### src/rtl/prog_loader_pkg.sv
// Shared types and constants for the program loader sequencer and its bench.
package prog_loader_pkg;

   localparam int DATA_W = 4;
   localparam int DEPTH  = 16;
   localparam int LEN_W  = 5;

   typedef enum logic [2:0] {
      IDLE   = 3'd0,
      PCRST  = 3'd1,
      LOAD   = 3'd2,
      REWIND = 3'd3,
      RUN    = 3'd4
   } state_e;

   // Core ISA opcodes used by the reference program.
   localparam logic [DATA_W-1:0] OP_NOP  = 4'd0;
   localparam logic [DATA_W-1:0] OP_ADD  = 4'd4;
   localparam logic [DATA_W-1:0] OP_SUB  = 4'd5;
   localparam logic [DATA_W-1:0] OP_LDI  = 4'd6;
   localparam logic [DATA_W-1:0] OP_OUT  = 4'd7;
   localparam logic [DATA_W-1:0] OP_JMP  = 4'd8;
   localparam logic [DATA_W-1:0] OP_HALT = 4'd9;

endpackage

### src/rtl/run_timer.sv
// Loadable saturating down-counter; tc_o flags the last counted cycle.
module run_timer #(
   parameter int RUN_W = 8
) (
   input  logic             clk,
   input  logic             reset_n,
   input  logic             load_i,
   input  logic [RUN_W-1:0] load_val_i,
   input  logic             dec_i,
   output logic             tc_o
);

   logic [RUN_W-1:0] cnt_q, cnt_d;

   // Load has priority; decrement stops at zero so the count never wraps.
   always_comb begin
      cnt_d = cnt_q;
      if (load_i)
         cnt_d = load_val_i;
      else if (dec_i && (cnt_q != '0))
         cnt_d = cnt_q - 1'b1;
   end

   // Count register.
   always_ff @(posedge clk or negedge reset_n) begin
      if (!reset_n) cnt_q <= '0;
      else          cnt_q <= cnt_d;
   end

   // Terminal count at 1 (or an already-drained 0) ends the run.
   assign tc_o = (cnt_q[RUN_W-1:1] == '0);

endmodule

### src/rtl/prog_loader_seq.sv
// Program-load / run sequencer for the 4-bit core: streams host words into
// program memory, rewinds the PC, runs the core for a set cycle count.
module prog_loader_seq #(
   parameter int DATA_W = 4,
   parameter int DEPTH  = 16,
   parameter int RUN_W  = 8
) (
   input  logic              clk,
   input  logic              reset_n,
   input  logic              start,
   input  logic              abort,
   input  logic [4:0]        prog_len,
   input  logic [RUN_W-1:0]  run_cycles,
   input  logic              in_valid,
   output logic              in_ready,
   input  logic [DATA_W-1:0] in_operand,
   input  logic [DATA_W-1:0] in_opcode,
   output logic              core_PC_reset,
   output logic              core_mem_write,
   output logic              core_hold,
   output logic [DATA_W-1:0] core_portin,
   output logic [DATA_W-1:0] core_instr,
   output logic              busy,
   output logic              done,
   output logic              err,
   output logic [4:0]        load_count
);
   import prog_loader_pkg::*;

   localparam logic [4:0] MAX_LEN = 5'(DEPTH);

   state_e           state_q, state_d;
   logic [4:0]       len_q, len_d;
   logic [RUN_W-1:0] rc_q, rc_d;
   logic [4:0]       cnt_q, cnt_d;
   logic             done_q, done_d;
   logic             err_q, err_d;
   logic             tmr_load, tmr_dec, tmr_tc;
   logic             len_ok;
   logic [RUN_W-1:0] run_len;

   assign len_ok  = (prog_len != 5'd0) && (prog_len <= MAX_LEN);
   // A zero run length still gives the core one cycle.
   assign run_len = (rc_q == '0) ? RUN_W'(1) : rc_q;

   run_timer #(.RUN_W(RUN_W)) u_timer (
      .clk        (clk),
      .reset_n    (reset_n),
      .load_i     (tmr_load),
      .load_val_i (run_len),
      .dec_i      (tmr_dec),
      .tc_o       (tmr_tc)
   );

   // Next-state and core-facing outputs; abort overrides the next state last.
   always_comb begin
      state_d        = state_q;
      len_d          = len_q;
      rc_d           = rc_q;
      cnt_d          = cnt_q;
      done_d         = 1'b0;
      err_d          = 1'b0;
      in_ready       = 1'b0;
      core_PC_reset  = 1'b0;
      core_mem_write = 1'b0;
      core_hold      = 1'b1;
      core_portin    = '0;
      core_instr     = '0;
      tmr_load       = 1'b0;
      tmr_dec        = 1'b0;
      case (state_q)
         IDLE: begin
            if (start && !abort) begin
               if (len_ok) begin
                  len_d   = prog_len;
                  rc_d    = run_cycles;
                  cnt_d   = 5'd0;
                  state_d = PCRST;
               end else begin
                  err_d = 1'b1;
               end
            end
         end
         PCRST: begin
            core_PC_reset = 1'b1;
            core_hold     = 1'b0;
            state_d       = LOAD;
         end
         LOAD: begin
            in_ready       = 1'b1;
            core_mem_write = in_valid;
            core_hold      = ~in_valid;
            core_portin    = in_operand;
            core_instr     = in_opcode;
            if (in_valid) begin
               cnt_d = cnt_q + 5'd1;
               if (cnt_q + 5'd1 == len_q) state_d = REWIND;
            end
         end
         REWIND: begin
            core_PC_reset = 1'b1;
            core_hold     = 1'b0;
            tmr_load      = 1'b1;
            state_d       = RUN;
         end
         RUN: begin
            core_hold = 1'b0;
            tmr_dec   = 1'b1;
            if (tmr_tc) begin
               state_d = IDLE;
               done_d  = 1'b1;
            end
         end
         default: state_d = IDLE;
      endcase
      if (abort) begin
         state_d = IDLE;
         done_d  = 1'b0;
      end
   end

   // Sequencer state and latched job parameters.
   always_ff @(posedge clk or negedge reset_n) begin
      if (!reset_n) begin
         state_q <= IDLE;
         len_q   <= '0;
         rc_q    <= '0;
         cnt_q   <= '0;
         done_q  <= 1'b0;
         err_q   <= 1'b0;
      end else begin
         state_q <= state_d;
         len_q   <= len_d;
         rc_q    <= rc_d;
         cnt_q   <= cnt_d;
         done_q  <= done_d;
         err_q   <= err_d;
      end
   end

   assign busy       = (state_q != IDLE);
   assign done       = done_q;
   assign err        = err_q;
   assign load_count = cnt_q;

endmodule

### config.mk
export PLATFORM = sky130hd
export DESIGN_NAME = prog_loader_seq
export DESIGN_NICKNAME = d
export VERILOG_FILES = /design/src/rtl/prog_loader_pkg.sv /design/src/rtl/run_timer.sv /design/src/rtl/prog_loader_seq.sv
export SDC_FILE = /design/constraint.sdc
export NUM_CORES = 1
export LEC_CHECK = 0
export ABC_AREA = 1
export CELL_PAD_IN_SITES_DETAIL_PLACEMENT = 1
export CELL_PAD_IN_SITES_GLOBAL_PLACEMENT = 2
export CORE_AREA = 2 2 86 88
export CTS_BUF_LIST = sky130_fd_sc_hd__clkbuf_16
export DETAILED_ROUTE_END_ITERATION = 12
export DIE_AREA = 0 0 88 90
export HOLD_SLACK_MARGIN = 0.02
export PLACE_DENSITY = 0.88
export SLEW_MARGIN = 20
export SYNTH_ARGS = -nofsm -noshare
export SYNTH_HDL_FRONTEND = slang
export SYNTH_HIERARCHICAL = 1
export SYNTH_SLANG_ARGS = --single-unit
### constraint.sdc
create_clock -name clk -period 4.09 [get_ports clk]
set_input_delay 0.409 -clock clk [delete_from_list [all_inputs] [get_ports clk]]
set_output_delay 0.409 -clock clk [all_outputs]
set_load 0.03 [all_outputs]
==> metrics.yaml, run 1 <==
worst_setup_path:
  worstSetupStartpointType: "input port"
  arrival_ns: 2.29
  cp_max_fo: 6
  path_class: "input port to output pin"
  worstPathRequired_ns: 3.68
  critPathCaptureType: "output pin"
cells_and_area:
  antenna_cells: 0
  stdcell_area_sq_um: 2660
  final_common_cell: "nand2_1"
  fin_nets: 354
  synthToLayoutAreaGrowth_pct: 33.5
  drive_above_1_share: 0.123
  layout_common_cells: "nand2_1 (85), inv_1 (46), clkdlybuf4s50_1 (45)"
  nFillCells: 876
  final_cell_count_no_fill: 425
  finish.utilization: 0.379
cts:
  htreeDepth: 2
  path_clk_slew_ns: 0.05
  ctsResizeCount: 0
  cts_buffers: 5
  clock_latency_ns: 0.28
  clock_path_buffers: 2
  root_buffer: "clkbuf_16"
  cts_hold_buf: 0
  cts_setup_buffers: 0
  cts_tree: "done"
  clock-sinks: 31
global_routing:
  grt_util_all_layers: 0.146
  grt_max_degree: 32
  grt_pass1_vias: 1970
  antenna_found_initial: 0
  grt_pass1_wl_um: 9140
  grt-ovfl-total: 0
route:
  postRouteAntennaNets: 0
  vias: 1866
  wl_per_cell_um: 12.3
  drt_iter0_drc: 75
  viasPerCell: 4.39
  drcViolationCount: 0
  first_pass_iters: 4
  drt_wl_total_um: 5210
floorplan:
  core_sq_um: 7020
  pin_count: 46
  die_y_um: 90
  die_area_sq_um: 7920
  die_w_um: 88
  fp-row-count: 31
  start_util: 0.284
power_and_ir_drop:
  vdd_drop_max_v: 0.000191
  total_power_mw: 1.50
  power_density_nw_per_um2: 564
  p_leak_nw: 1.32
placed_design:
  hpwl_um: 4040
  dp_cells: 417
  dpl_cell_area_sq_um: 2520
  finalWeightedCongestion: 0.779
  io_buffer_count: 45
hold_path:
  worst_hold_path_type: "register to register"
synthesis:
  synth_warnings: 6
  synth_area_leaders: "dfrtp_1 (39%), nand2_1 (16%), inv_1 (8.5%), nand3_1 (6.5%), o21ai_2 (5.3%)"
  synth-seq-area-share: 0.389
  netlist_area_sq_um: 1990
  synth_area_leader_cell: "dfrtp_1"
  syn-num-nets: 311
  ys_types: 28
  yosysTopAreaCellShare: 0.389
  synth_seq_cells: 31
  avgSynthCellArea_sq_um: 7.06
  netlist_instances: 282
sta:
  max_freq_ghz: 0.371
  hold_viol_final: 0
  finalCriticalPeriod_ns: 2.70
  worst_slew_pin_slew_ns: 0.489
  post-route-period-util: 0.659
  rsz0062_at_grt: "no"
  slew_violations: 0
  relSlewSlack: 0.674
  setup_viol: 0
  skew_ns: 0.00388
  fin_setup_tns_ns: 0
status:
  status: "complete, no violations"
job:
  drv_cap: 0
## power by group
| group | internal, mW | leakage, nW | switching [mW] |
|---|---|---|---|
| registers | 0.401 | 0.400 | 0.100 |
| clock network | 0.218 | 0.0701 | 0.126 |
| logic | 0.260 | 0.847 | 0.396 |
| total | 0.879 | 1.32 | 0.622 |
## cell usage after synthesis
library cell and number:
nand2_4 3, o22ai_1 1, nor2_1 26, buf_6 2, nand4_4 1, nand2_1 85
xnor2_1 1, nand4_1 5, dfrtp_1 31, o21ai_1 2, o21ai_0 5, nor3_1 4
a21oi_1 2, ha_1 3, buf_2 1, nor2_2 2, nand2_2 2, a21o_1 1
inv_2 6, o21ai_4 1, nand3_1 26, nor2_4 3, clkinv_2 1, a21oi_2 2
o21ai_2 12, nor4_1 1, inv_1 45, clkbuf_1 8
## stage by stage
stage	hold slack, ns	worst slack [ns]
finish	0.482	1.39
global placement	0.472	1.44
detailed placement	0.472	1.40
global route	0.517	1.25
floorplan	0.113	2.18
CTS	0.485	1.38
## logic make-up (layout without fill, tap and decap cells)
group | after synthesis | after routing | synth area share
AO/OA/AOI/OAI | 26 | 26 | 0.0993
buffers and inverters | 63 | 107 | 0.128
AND/OR/NAND/NOR | 158 | 158 | 0.361
adder cells (fa/ha/maj) | 3 | 3 | 0.0188
XOR/XNOR | 1 | 1 | 0.00440
flip-flops | 31 | 31 | 0.389
## registers in the layout (all words and copies together), names as in the netlist
signal,cells
state_q,3
load_count,5
len_q,5
done,1
u_timer/cnt_q,8
rc_q,8
err,1
## worst paths after layout
path,start,to,depth (start not counted),slack [ns]
max,prog_len[3],core_mem_write,7,1.39
min,rc_q[0],rc_q[0],2,0.48
max reg2reg,u_timer/cnt_q[3],state_q[0],9,2.44
min reg2reg,rc_q[0],rc_q[0],2,0.48
max in group asynchronous,reset_n,load_count[1],2,3.26
min in group asynchronous,reset_n,len_q[2],2,0.53
## critical path, cell delays in order
cell             delay (ns)
clkdlybuf4s50_1        0.42
nor2_1                 0.15
nand4_1                0.14
nand3_1                0.14
o21ai_2                0.09
nor2_2                 0.21
clkdlybuf4s50_1        0.72
## routing by layer
layer,routed length (um),global-route usage
met1,2380,0.184
met2,2510,0.243
met3,223,0.0312
met4,94,0.0538
met5,0,0
## area by class of cell
| class | count | area (sq um) | share of cell area |
|---|---|---|---|
| Inverter | 52 | 196 | 0.0738 |
| Timing Repair Buffer | 47 | 465 | 0.175 |
| Tap cell | 99 | 124 | 0.0466 |
| Multi-Input combinational cell | 188 | 962 | 0.362 |
| Clock buffer | 5 | 125 | 0.0470 |
| Clock inverter | 3 | 11.3 | 0.00423 |
| Sequential cell | 31 | 776 | 0.292 |
(Power assumes the default switching activity.)
==> run 2, diff against run 1 <==
- CORE_AREA: 2 2 86 88 -> 2 2 89 91
- DIE_AREA: 0 0 88 90 -> 0 0 91 93
- PLACE_DENSITY: 0.88 -> 0.83
- clock period: 4.09 -> 2.8 ns (I/O delays scaled with it)
==> metrics.yaml, run 2 (synthesis results as in run 1) <==
status:
  status: "complete, no violations"
power_and_ir_drop:
  p_leak_nw: 1.33
  vdd_drop_max_v: 0.000263
  power_density_nw_per_um2: 832
job:
  drv_cap: 0
worst_setup_path:
  path_class: "register to output pin"
  worstSetupStartpointType: "register"
  cpLargestDelayFamily: "buffers and inverters"
  crit_buf_inv: 4
  critPathCaptureType: "output pin"
  arrival_ns: 2.01
  slowest_stage: "clkdlybuf4s50_1"
  slowest_delay_ns: 0.67
  cp_max_fo: 14
  path_cells: "inv_2 -> nor3_1 -> buf_4 -> inv_1 -> nand2_1 -> clkdlybuf4s50_1"
  worstPathRequired_ns: 2.52
global_routing:
  grt-ovfl-total: 0
  grt_util_all_layers: 0.139
  grt_pass1_wl_um: 9370
  antenna_found_initial: 0
  grt_max_degree: 32
  grt_pass1_vias: 1980
route:
  drcViolationCount: 0
  drt_iter0_drc: 85
  vias: 1895
  drt_wl_total_um: 5470
  first_pass_iters: 4
  viasPerCell: 4.41
  postRouteAntennaNets: 0
  wl_per_cell_um: 12.7
floorplan:
  start_util: 0.265
  die_w_um: 91
  die_area_sq_um: 8460
  die_y_um: 93
  fp-row-count: 32
  pin_count: 46
  core_sq_um: 7530
placed_design:
  finalWeightedCongestion: 0.782
  io_buffer_count: 45
  hpwl_um: 4140
sta:
  finalCriticalPeriod_ns: 2.29
  skew_ns: 0.00273
  relSlewSlack: 0.712
  setup_viol: 0
  post-route-period-util: 0.819
  slew_violations: 0
  hold_viol_final: 0
  fin_setup_tns_ns: 0
  rsz0062_at_grt: "no"
  max_freq_ghz: 0.436
  worst_slew_pin_slew_ns: 0.433
cells_and_area:
  fin_nets: 356
  final_common_cell: "nand2_1"
  finish.utilization: 0.356
  top_regs: "rc_q (8), u_timer/cnt_q (8)"
  layout_common_cells: "nand2_1 (85), inv_1 (45), clkdlybuf4s50_1 (45)"
  synthToLayoutAreaGrowth_pct: 34.7
  antenna_cells: 0
  drive_above_1_share: 0.137
cts:
  cts_hold_buf: 0
  path_clk_slew_ns: 0.05
  cts_tree: "done"
  ctsResizeCount: 0
  cts_setup_buffers: 0
  root_buffer: "clkbuf_16"
  clock_latency_ns: 0.28
  clock_path_buffers: 2
  htreeDepth: 2
  cts_buffers: 5
  clock-sinks: 31
hold_path:
  worst_hold_path_type: "input port to async pin"
==> run 2: cell count changes in the layout (fill, tap and decap cells not counted) <==
cell	change
buf_4	+2
clkinv_2	+3
inv_1	-1
clkinv_1	-2
==> run 2: worst register-to-register path, delay by kind of cell, from the launching register on <==
family | cells | cell delay, ns
DFF | 1 | 0.45
and+or+nand+nor | 7 | 0.94
AOI/OAI and AO/OA | 1 | 0.13
buffers and inverters | 1 | 0.08
==> run 2: final timing paths <==
kind / end / cells past startpoint / from / slack [ns]
worst min-delay path: rc_q[1] / 2 / reset_n / 0.41
worst max register to register: state_q[0] / 9 / u_timer/cnt_q[3] / 1.14
max in group asynchronous: state_q[1] / 2 / reset_n / 2.08
worst min register to register: rc_q[0] / 2 / rc_q[0] / 0.48
worst max-delay path: core_PC_reset / 6 / state_q[1] / 0.51
min in group clk: rc_q[0] / 2 / rc_q[0] / 0.48
==> run 2: where the power goes <==
| group | internal [mW] | switching [mW] |
|---|---|---|
| combinational | 0.382 | 0.599 |
| sequential | 0.585 | 0.145 |
| clock | 0.324 | 0.197 |
==> run 2: metrics by stage <==
step	area, sq um	hold slack (ns)	setup slack, ns	cells	power (mW)
after floorplan	1990	-0.0156	1.02	282	1.42
after global placement	2540	0.470	0.544	422	1.69
after detailed placement	2540	0.475	0.508	422	1.73
after CTS	2680	0.431	0.492	430	2.27
after global routing	2680	0.470	0.381	430	2.43
final	2680	0.410	0.507	430	2.23
==> run 2: area by class of cell <==
type	count	area, sq um
well taps	102	128
inverters	52	196
multi-input cells	188	962
fillers	969	4840
repair buffers	49	480
clock buffers	5	125
flip-flops and latches	31	776
clock inverters	3	15.0
==> run 2: per-layer routing <==
layer / vias to the layer above / share of wire / track usage
met2: 45 / 0.49 / 0.244
met1: 893 / 0.46 / 0.170
met4: 0 / 0.014 / 0.0530
met3: 4 / 0.039 / 0.0266
li1: 953 / - / -
met5: - / 0 / 0
